--- src/rtl/xcfi_pkg.sv ---
// ----------------------------------------------------------------------------
// xcfi_pkg
// Shared types for the XCFI trace sampler slice: the stored retirement record,
// the sampler state encoding and the RVFI order width.
// Record field widths are fixed here. The sampler's XLEN/ILEN parameters
// default to these values and must stay equal to them.
// ----------------------------------------------------------------------------
package xcfi_pkg;

   localparam int XCFI_ORDER_W = 64;
   localparam int XCFI_XLEN    = 32;
   localparam int XCFI_ILEN    = 32;

   typedef enum logic [1:0] {
      XCFI_IDLE    = 2'd0,
      XCFI_COLLECT = 2'd1,
      XCFI_HOLD    = 2'd2
   } xcfi_smp_state_t;

   typedef struct packed {
      logic [XCFI_ORDER_W-1:0] order;
      logic [XCFI_ILEN-1:0]    insn;
      logic                    trap;
      logic [XCFI_XLEN-1:0]    pc_rdata;
      logic [XCFI_XLEN-1:0]    pc_wdata;
      logic [4:0]              rd_addr;
      logic [XCFI_XLEN-1:0]    rd_wdata;
   } xcfi_trace_rec_t;

endpackage

--- src/rtl/xcfi_trace_fifo.sv ---
// ----------------------------------------------------------------------------
// xcfi_trace_fifo
// DEPTH-entry ring buffer of retirement records. A push into a full buffer
// overwrites the oldest entry, and the head moves along with it.
// Ports:
//   clock, reset     : clock, synchronous active-high reset
//   push_i, rec_i    : write one record
//   pop_i            : drop the head record (ignored when empty)
//   rec_o            : head (oldest) record, raw storage (caller masks)
//   count_o          : records held, 0..DEPTH
//   overwrite_o      : high in a cycle where a push discards the oldest entry
// ----------------------------------------------------------------------------
module xcfi_trace_fifo
   import xcfi_pkg::*;
#(
   parameter  int DEPTH = 4,
   localparam int AW    = $clog2(DEPTH)
) (
   input  logic            clock,
   input  logic            reset,
   input  logic            push_i,
   input  xcfi_trace_rec_t rec_i,
   input  logic            pop_i,
   output xcfi_trace_rec_t rec_o,
   output logic [AW:0]     count_o,
   output logic            overwrite_o
);

   xcfi_trace_rec_t mem_q [DEPTH];
   logic [AW-1:0]   wr_ptr_q;
   logic [AW-1:0]   rd_ptr_q;
   logic [AW:0]     count_q;
   logic            full;
   logic            do_pop;

   assign full        = (count_q == (AW+1)'(DEPTH));
   assign do_pop      = pop_i && (count_q != '0);
   assign overwrite_o = push_i && full && !do_pop;
   assign rec_o       = mem_q[rd_ptr_q];
   assign count_o     = count_q;

   // Storage carries no reset; stale contents are masked downstream.
   always_ff @(posedge clock) begin
      if (push_i) begin
         mem_q[wr_ptr_q] <= rec_i;
      end
   end

   // Pointers wrap naturally because DEPTH is a power of two.
   always_ff @(posedge clock) begin
      if (reset) begin
         wr_ptr_q <= '0;
         rd_ptr_q <= '0;
         count_q  <= '0;
      end else begin
         if (push_i) begin
            wr_ptr_q <= wr_ptr_q + 1'b1;
         end
         if (do_pop || (push_i && full)) begin
            rd_ptr_q <= rd_ptr_q + 1'b1;
         end
         if (push_i && !do_pop && !full) begin
            count_q <= count_q + 1'b1;
         end else if (do_pop && !push_i) begin
            count_q <= count_q - 1'b1;
         end
      end
   end

endmodule

--- src/rtl/xcfi_trace_sampler.sv ---
// ----------------------------------------------------------------------------
// xcfi_trace_sampler
// Captures RVFI retirements into a ring buffer and checks rvfi_order / PC
// continuity across consecutive retirements. On check the buffer freezes so
// the downstream checker can pop a stable window, oldest record first.
//
//   state   | meaning
//   --------+--------------------------------------------------------------
//   IDLE    | nothing captured since reset
//   COLLECT | capturing retirements, overwriting the oldest when full
//   HOLD    | frozen window; only pops change the buffer; left by reset only
//
// Ports:
//   clock, reset            : clock, synchronous active-high reset
//   check                   : freeze strobe
//   rvfi_*                  : retirement record in
//   snap_pop                : pop the head record (HOLD only)
//   snap_valid, snap_*      : head record out, zero unless snap_valid
//   snap_count              : records held
//   err_order, err_pc       : sticky continuity errors
//   overflow                : sticky, a record was overwritten
// ----------------------------------------------------------------------------
module xcfi_trace_sampler
   import xcfi_pkg::*;
#(
   parameter  int XLEN  = XCFI_XLEN,
   parameter  int ILEN  = XCFI_ILEN,
   parameter  int DEPTH = 4,
   localparam int CW    = $clog2(DEPTH) + 1
) (
   input  logic                    clock,
   input  logic                    reset,
   input  logic                    check,
   input  logic                    rvfi_valid,
   input  logic [XCFI_ORDER_W-1:0] rvfi_order,
   input  logic [ILEN-1:0]         rvfi_insn,
   input  logic                    rvfi_trap,
   input  logic                    rvfi_intr,
   input  logic [XLEN-1:0]         rvfi_pc_rdata,
   input  logic [XLEN-1:0]         rvfi_pc_wdata,
   input  logic [4:0]              rvfi_rd_addr,
   input  logic [XLEN-1:0]         rvfi_rd_wdata,
   input  logic                    snap_pop,
   output logic                    snap_valid,
   output logic [XCFI_ORDER_W-1:0] snap_order,
   output logic [ILEN-1:0]         snap_insn,
   output logic                    snap_trap,
   output logic [XLEN-1:0]         snap_pc_rdata,
   output logic [XLEN-1:0]         snap_pc_wdata,
   output logic [4:0]              snap_rd_addr,
   output logic [XLEN-1:0]         snap_rd_wdata,
   output logic [CW-1:0]           snap_count,
   output logic                    err_order,
   output logic                    err_pc,
   output logic                    overflow
);

   xcfi_smp_state_t         state_q;
   logic                    prev_valid_q;
   logic [XCFI_ORDER_W-1:0] prev_order_q;
   logic [XLEN-1:0]         prev_pc_wdata_q;
   logic                    prev_trap_q;
   logic                    err_order_q;
   logic                    err_pc_q;
   logic                    overflow_q;

   xcfi_trace_rec_t rec_in;
   xcfi_trace_rec_t rec_head;
   logic            push;
   logic            pop;
   logic            overwrite;
   logic [CW-1:0]   count;
   logic            order_bad;
   logic            pc_bad;

   assign rec_in = '{
      order:    rvfi_order,
      insn:     rvfi_insn,
      trap:     rvfi_trap,
      pc_rdata: rvfi_pc_rdata,
      pc_wdata: rvfi_pc_wdata,
      rd_addr:  rvfi_rd_addr,
      rd_wdata: rvfi_rd_wdata
   };

   // A retirement coincident with check is still pushed: the state only
   // turns to HOLD after this edge.
   assign push = rvfi_valid && (state_q != XCFI_HOLD);
   assign pop  = snap_pop && (state_q == XCFI_HOLD);

   xcfi_trace_fifo #(.DEPTH(DEPTH)) u_fifo (
      .clock       (clock),
      .reset       (reset),
      .push_i      (push),
      .rec_i       (rec_in),
      .pop_i       (pop),
      .rec_o       (rec_head),
      .count_o     (count),
      .overwrite_o (overwrite)
   );

   always_ff @(posedge clock) begin
      if (reset) begin
         state_q <= XCFI_IDLE;
      end else begin
         case (state_q)
            XCFI_IDLE: begin
               if (check) begin
                  state_q <= XCFI_HOLD;
               end else if (rvfi_valid) begin
                  state_q <= XCFI_COLLECT;
               end
            end
            XCFI_COLLECT: begin
               if (check) begin
                  state_q <= XCFI_HOLD;
               end
            end
            XCFI_HOLD: begin
               state_q <= XCFI_HOLD;
            end
            default: begin
               state_q <= XCFI_IDLE;
            end
         endcase
      end
   end

   // The order increment wraps modulo 2^64 through plain width truncation.
   assign order_bad = rvfi_valid && prev_valid_q &&
                      (rvfi_order != (prev_order_q + 64'd1));
   // A trapping predecessor or an interrupt entry legitimately redirects the PC.
   assign pc_bad    = rvfi_valid && prev_valid_q && !rvfi_intr && !prev_trap_q &&
                      (rvfi_pc_rdata != prev_pc_wdata_q);

   always_ff @(posedge clock) begin
      if (reset) begin
         prev_valid_q    <= 1'b0;
         prev_order_q    <= '0;
         prev_pc_wdata_q <= '0;
         prev_trap_q     <= 1'b0;
         err_order_q     <= 1'b0;
         err_pc_q        <= 1'b0;
         overflow_q      <= 1'b0;
      end else begin
         if (rvfi_valid) begin
            prev_valid_q    <= 1'b1;
            prev_order_q    <= rvfi_order;
            prev_pc_wdata_q <= rvfi_pc_wdata;
            prev_trap_q     <= rvfi_trap;
         end
         if (order_bad) begin
            err_order_q <= 1'b1;
         end
         if (pc_bad) begin
            err_pc_q <= 1'b1;
         end
         if (overwrite) begin
            overflow_q <= 1'b1;
         end
      end
   end

   assign snap_valid    = (state_q == XCFI_HOLD) && (count != '0);
   assign snap_count    = count;
   assign snap_order    = snap_valid ? rec_head.order    : '0;
   assign snap_insn     = snap_valid ? rec_head.insn     : '0;
   assign snap_trap     = snap_valid ? rec_head.trap     : 1'b0;
   assign snap_pc_rdata = snap_valid ? rec_head.pc_rdata : '0;
   assign snap_pc_wdata = snap_valid ? rec_head.pc_wdata : '0;
   assign snap_rd_addr  = snap_valid ? rec_head.rd_addr  : '0;
   assign snap_rd_wdata = snap_valid ? rec_head.rd_wdata : '0;
   assign err_order     = err_order_q;
   assign err_pc        = err_pc_q;
   assign overflow      = overflow_q;

endmodule

--- config.mk ---
export PLATFORM = sky130hd
export DESIGN_NAME = xcfi_trace_sampler
export DESIGN_NICKNAME = d
export VERILOG_FILES = /design/src/rtl/xcfi_pkg.sv /design/src/rtl/xcfi_trace_fifo.sv /design/src/rtl/xcfi_trace_sampler.sv
export SDC_FILE = /design/constraint.sdc
export NUM_CORES = 1
export LEC_CHECK = 0
export BUFFER_PORTS_ARGS = -buffer_cell sky130_fd_sc_hd__buf_2
export CAP_MARGIN = 20
export CORE_AREA = 4 4 329 234
export CTS_CLUSTER_DIAMETER = 100
export DETAILED_ROUTE_END_ITERATION = 8
export DIE_AREA = 0 0 333 238
export MAX_ROUTING_LAYER = met4
export PLACE_DENSITY = 0.7
export REMOVE_ABC_BUFFERS = 1
export SLEW_MARGIN = 20
export SYNTH_ARGS = -nofsm -noshare
export SYNTH_HDL_FRONTEND = slang
export SYNTH_SLANG_ARGS = --single-unit
--- constraint.sdc ---
create_clock -name clock -period 7.1 [get_ports clock]
set_clock_uncertainty 0.05 [all_clocks]
set_input_delay 0 -clock clock [delete_from_list [all_inputs] [get_ports clock]]
set_output_delay 0 -clock clock [all_outputs]
set_load 0.02 [all_outputs]
-- After elaboration in Yosys (flattened, before gate mapping)
Memory sizes are Yosys's and may differ from the RTL's. A register that Yosys moved wholly into a read port is not among the register bits.
Index checks and enable logic that the tools add are counted.
- bits in writable memories: 792
- input bits: 204
- bits in registers: 110
- memories kept: 1
- memory list (memory ; depth ; bits a word ; rd ports ; clocked after Yosys merged registers in ; write ports ; line ; text):
    u_fifo.mem_q ; 4 ; 198 ; 1 ; 1 ; 1 ; xcfi_trace_fifo.sv:29 ; xcfi_trace_rec_t mem_q [DEPTH];
- add/sub/neg operators: 5
- reductions and logical operators: 24
- equality and inequality tests: 8
- multiplexer cells: 17
- operators with widths (kind ; number):
    32-bit 2-to-1 mux ; 4
    64-bit by 1-bit adder with 64-bit output (second input constant) ; 1
    64-bit 2-to-1 mux ; 1
    64-bit != test ; 1
    32-bit != test ; 1
    1-bit logical AND ; 14
    2-bit 2-to-1 mux ; 5
    3-bit 2-to-1 mux ; 2
    2-bit one-hot mux with 3 select lines ; 1
    1-bit logical NOT ; 5
    5-bit 2-to-1 mux ; 1
    2-bit by 1-bit adder with 2-bit output (second input constant) ; 2
    2-bit != test (second input constant) ; 2
    3-bit by 1-bit adder with 3-bit output (second input constant) ; 1
    3-bit == test (second input constant) ; 1
    1-bit 2-to-1 mux ; 3
    3-bit != test (second input constant) ; 1
    3-bit nonzero test ; 1
    3-bit by 1-bit subtractor with 3-bit output (second input constant) ; 1
    2-bit by 1-bit == test with 1-bit output (second input constant) ; 1
    2-bit == test (second input constant) ; 1
    2-bit logical NOT ; 1
    2-bit AND reduction ; 1
    2-bit nonzero test ; 1
    1-bit logical OR ; 1

-- Logic depth before layout (Yosys ltp)
- word-level depth: 7
- depth in mapped cells: 10
- mapped depth without buffers: 9

-- By module
A second synthesis with hierarchy kept.
- cell total of the unflattened synthesis: 2068
- area total of the unflattened synthesis: 36860.4 um^2
- by module, submodules not included (module ; area each (um^2) ; cells an instance ; times used):
    xcfi_trace_fifo ; 29124.2 ; 1097 ; 1
    xcfi_trace_sampler ; 7736.2 ; 971 ; 1

-- Least setup slack after synthesis
Ideal clock, no wire load.
- path type: flip-flop to flip-flop
- start: reg state_q[0]
- end: mem u_fifo.mem_q[1][0] in the netlist's numbering, enable pin
- cell stages (with the launch flop): 6
- data arrival time: 5.570 ns
- setup time: 0.583 ns
- required time: 6.467 ns
- slack: 0.897 ns
- buffers on the path: 1
- cells stage by stage: dfxtp_1 inv_1 ha_1 nor2_1 clkbuf_1 and2_1
- cells in the longest elaborated chain, start to end: 4
- ends and longest elaborated chain (what ; line ; text):
    start: declaration ; xcfi_trace_sampler.sv:58 ; xcfi_smp_state_t state_q;
    start signal: assignment ; xcfi_trace_sampler.sv:104 ; state_q <= XCFI_IDLE;
    start signal: assignment ; xcfi_trace_sampler.sv:109 ; state_q <= XCFI_HOLD;
    start signal: assignment ; xcfi_trace_sampler.sv:111 ; state_q <= XCFI_COLLECT;
    2-bit != test ; xcfi_trace_sampler.sv:88 ; assign push = rvfi_valid && (state_q != XCFI_HOLD);
    1-bit logical AND ; xcfi_trace_sampler.sv:88 ;
    1-bit 2-to-1 mux ; xcfi_trace_fifo.sv:44 ; if (push_i) begin
    1-bit 2-to-1 mux (implied by the code) ; xcfi_trace_fifo.sv:45 ; mem_q[wr_ptr_q] <= rec_i;
    end: declaration ; xcfi_trace_fifo.sv:29 ;
No other way between the ends.

-- Worst setup path after layout
- start: in rvfi_valid
- end: mem u_fifo.mem_q[2][117] in the netlist's numbering, enable pin
- cells in the longest elaborated chain, start to end: 3
- ends and longest elaborated chain (what ; line ; text):
    start: declaration ; xcfi_trace_sampler.sv:34 ; input logic rvfi_valid,
    1-bit logical AND ; xcfi_trace_sampler.sv:88 ;
    1-bit 2-to-1 mux ; xcfi_trace_fifo.sv:44 ;
    1-bit 2-to-1 mux (implied by the code) ; xcfi_trace_fifo.sv:45 ;
No other way between the ends.

==> metrics.md <==
| Metric | Value |
|---|---|
| Worst Hold Path EP | `u_fifo.mem_q[3][16]` |
| Netlist Area Pre-Place | `36570 um2` |
| Maximum fanout along the worst path | `149` |
| Slowest cell on the critical path | `sky130_fd_sc_hd__and2_4` |
| Clock-pin slew reported for the worst setup and hold paths after clock tree synthesis | `70 ps` |
| Combinational power share | `17.5%` |
| Total iterations of the first detailed-routing run | `5` |
| Delay of the slowest critical-path stage | `760 ps` |
| Utilization after layout | `60.13%` |
| Source of the worst hold timing path | `rvfi_rd_wdata[16]` |
| Worst VDD drop | `0.2026 mV` |
| Antenna viol nets, final | `0` |
| Reg power frac | `47.9%` |
| I/O pin count | `409` |
| Total half-perimeter wirelength after legalization and detailed placement | `50810 um` |
| CTS Root Cell | `sky130_fd_sc_hd__clkbuf_16` |
| Clock Path Buffers | `3` |
| Critical path cell sequence | `dlygate4sd3_1, buf_6, inv_1, nor2_1, and2_4, buf_12` |
| Top cell family by delay on the critical path | `buffers and inverters` |
| Hold Buf Count CTS | `204` |
| Share of the yosys chip area belonging to registers | `71.16%` |
| Pre-CTS WS | `3537 ps` |
| Number of global-route vias before repair | `21370` |
| Total of cells resized after clock tree synthesis | `0` |
| Area after detailed placement | `39700 um2` |
| Die Wd | `333 um` |
| Count of buffers from port buffering | `408` |
| Switching share of power | `25.13%` |
| Wire length on met1 | `37140 um` |
| Routed length on met3 | `4682 um` |
| Initial DRC count | `1523` |
| Fraction of the cycle the final worst path needs | `49.31%` |
| Ys Warns | `0` |
| Overflow left after global routing | `0` |
| Placed instance count | `3365` |
| Area of the die | `79250 um2` |
| Leakage power figure | `15.72 nW` |
| Net switching component of the power | `3.312 mW` |
| Overall power | `13.18 mW` |
| H-Tree Depth | `3` |
| Total power divided by cell area | `295.4 nW/um2` |
| Type of the worst setup path | `input pin to register` |
| Post-detailed-route via-to-cell ratio | `5.498` |
| Crit path setup slack, layout | `3599 ps` |
| Unrepaired setup endpoints after global routing | `no` |
| Hold slack | `73.72 ps` |
| # rows | `84` |
| Routed length on met2 | `40640 um` |
| Status | `finished, final reports clean` |
| Flip-flop cell with the highest count after synthesis | `sky130_fd_sc_hd__edfxtp_1` |
| Fraction of final layout cells with drive strength greater than 1 | `28.07%` |
| Final slew viol count | `0` |
| Register bit count reported by yosys | `904` |
| Setup violations, final | `0` |
| Worst EP arrival | `3700 ps` |
| Synth Area per Inst | `17.86 um2` |
| Highest routed layer | `met4` |
| Post-route DRC | `0` |
| Nature of the critical path startpoint | `input pin` |
| Setup slack on the worst flop-to-flop path | `3630 ps` |
| Routed wire length | `84000 um` |
| Antenna violations before repair | `7` |
| Global-route wire length before repair | `128700 um` |
| Gate Count Post-Synth | `2048` |
| Total routing usage reported by global routing | `21.68%` |
| Number of stages on the worst hold path | `2` |
| Element type at the critical path end | `register` |
| Min-delay worst type | `input pin to register` |
| Final Hold Viols | `0` |
| Clock network latency to the later pin of the worst-skew pair | `630 ps` |
| Total negative slack for setup checks | `0 ps` |
| Fmax | `285.7 MHz` |
| CTS buffer count | `86` |
| Count of unique library cells instantiated by Yosys | `60` |
| Cell internal pwr | `9.870 mW` |
| Required arrival time at the worst endpoint | `7300 ps` |
| Standard cell core area | `74200 um2` |
| Number of clock sinks seen by CTS | `904` |
| Reg-to-reg critical path endpoint | `u_fifo.mem_q[2][117]` |
| Post-route design area | `44620 um2` |
| Post-CTS setup repair buffer count | `0` |
| Actual transition at the worst max-transition pin | `1348 ps` |
| Routed wire length per instance | `22.47 um` |
| Die height | `238 um` |
| Clock tree from TritonCTS | `yes` |
| Post-Layout Cell Count | `3738` |
| Share of synthesized flip-flops with an asynchronous set or reset | `0%` |
| Worst path bufs/invs | `4` |
| Synthesis-to-layout area growth | `22.00%` |
| Pin count of the biggest net entering global routing | `150` |
| Slew margin rel. | `10.15%` |
| Routability congestion estimate from global placement | `0.8833` |
| Clock network fraction of design power | `34.6%` |
| Startpoint of the most critical register-to-register path | `state_q[0]` |
| Fin crit period | `3501 ps` |
| Final #Nets | `2883` |
| Total via count after detailed routing | `20550` |
| Worst-case reg-to-reg path depth | `5` |
| Starting utilization of the core area | `49.29%` |
| Max-cap violations | `0` |
| Post-synth EDFFs | `792` |
## placed cells by master (no fill, tap or decap), types with 16 or more instances in the layout
master,synthesis,layout
sky130_fd_sc_hd__xor2_1,30,30
sky130_fd_sc_hd__nand3_1,23,23
sky130_fd_sc_hd__buf_2,2,406
sky130_fd_sc_hd__dlygate4sd3_1,0,204
sky130_fd_sc_hd__clkbuf_16,0,89
sky130_fd_sc_hd__mux4_2,198,198
sky130_fd_sc_hd__nand2_1,34,34
sky130_fd_sc_hd__edfxtp_1,792,792
sky130_fd_sc_hd__a21oi_1,16,16
sky130_fd_sc_hd__clkbuf_1,60,25
sky130_fd_sc_hd__nor4_1,19,19
sky130_fd_sc_hd__xnor2_1,97,97
sky130_fd_sc_hd__dfxtp_1,112,110
sky130_fd_sc_hd__nand4_1,37,37
sky130_fd_sc_hd__and2_1,211,207
sky130_fd_sc_hd__nor2_1,128,128
sky130_fd_sc_hd__mux2i_1,102,102
## registers in the layout, indices dropped and copies added (netlist names), named ones only
| register | cells |
|---|---|
| prev_valid_q | 1 |
| u_fifo.wr_ptr_q | 2 |
| u_fifo.mem_q | 792 |
| err_pc | 1 |
| u_fifo.count_o | 3 |
| err_order | 1 |
| u_fifo.rd_ptr_q | 2 |
| prev_trap_q | 1 |
| prev_pc_wdata_q | 32 |
| state_q | 2 |
| prev_order_q | 64 |
| overflow | 1 |
## cells in the mapped netlist (3+ instances only)
master,n,area share (%)
sky130_fd_sc_hd__and2_1,211,3.6
sky130_fd_sc_hd__edfxtp_1,792,65
sky130_fd_sc_hd__mux4_2,198,12
sky130_fd_sc_hd__xnor2_1,97,2.3
sky130_fd_sc_hd__nand4_1,37,0.63
sky130_fd_sc_hd__nor2_1,128,1.3
sky130_fd_sc_hd__nand2_1,34,0.35
sky130_fd_sc_hd__a21oi_1,16,0.22
sky130_fd_sc_hd__nor3_1,15,0.21
sky130_fd_sc_hd__nand3_1,23,0.31
sky130_fd_sc_hd__o21ai_0,14,0.19
sky130_fd_sc_hd__a41oi_1,3,0.072
sky130_fd_sc_hd__or3_1,6,0.10
sky130_fd_sc_hd__nor2b_1,3,0.051
sky130_fd_sc_hd__dfxtp_1,112,6.1
sky130_fd_sc_hd__a31oi_1,5,0.086
sky130_fd_sc_hd__buf_1,36,0.37
sky130_fd_sc_hd__nor4_1,19,0.32
sky130_fd_sc_hd__xor2_1,30,0.72
sky130_fd_sc_hd__or4_1,5,0.10
sky130_fd_sc_hd__inv_1,12,0.12
sky130_fd_sc_hd__a211oi_1,6,0.12
sky130_fd_sc_hd__nor3b_1,4,0.082
sky130_fd_sc_hd__mux2i_1,102,2.8
sky130_fd_sc_hd__and4_1,14,0.34
sky130_fd_sc_hd__and3_1,15,0.26
sky130_fd_sc_hd__clkbuf_1,60,0.62
sky130_fd_sc_hd__ha_1,9,0.31
## worst max path at each step
stage                          start              endpoint  slack (ps)  cells after the start
after floorplan             register          snap_insn[0]       -1990                      2
after global placement    rvfi_valid  u_fifo.mem_q[2][127]        3570                      5
after detailed placement  rvfi_valid  u_fifo.mem_q[2][123]        3540                      5
after CTS                 state_q[0]      snap_pc_rdata[2]        3600                      7
after global routing      rvfi_valid   u_fifo.mem_q[2][51]        3390                      6
final                     rvfi_valid  u_fifo.mem_q[2][117]        3600                      6
## layer usage
layer,track usage (%),vias to the layer above
met2,34.05,608
met3,3.678,101
li1,-,9265
met4,4.922,0
met1,30.25,10580
met5,-,-
## area by class of cell
cell class | count | area (um2)
Antenna cell | 9 | 22.52
Clock inverter | 30 | 305.3
Tap cell | 989 | 1237
Fill cell | 5523 | 29580
Multi-Input combinational cell | 1033 | 10140
Sequential cell | 904 | 26030
Timing Repair Buffer | 632 | 4309
Clock buffer | 129 | 2527
Inverter | 12 | 45.04
## logic make-up (layout without fill, tap and decap cells)
family                     count (synthesis)  after routing  synth area share [%]
AOI/OAI and AO/OA                         67             67                 1.232
xor gates and xnor gates                 127            127                 3.041
adders and majority gates                 10             10                0.3626
buffers and inverters                    111            803                 1.167
DFF                                      904            904                 71.16
muxes                                    300            300                 14.98
other                                      0              9                     0
and+or+nand+nor                          529            529                 8.057
## power by group through the flow
stage | sequential [mW] | combinational (mW) | clock (mW)
final | 6.32 | 2.31 | 4.56
after global routing | 6.34 | 2.49 | 4.90
after CTS | 6.32 | 2.35 | 4.66
after detailed placement | 6.43 | 2.25 | 0
after global placement | 6.40 | 2.22 | 0
after floorplan | 6.61 | 1.64 | 0
(Power assumes the default switching activity.)
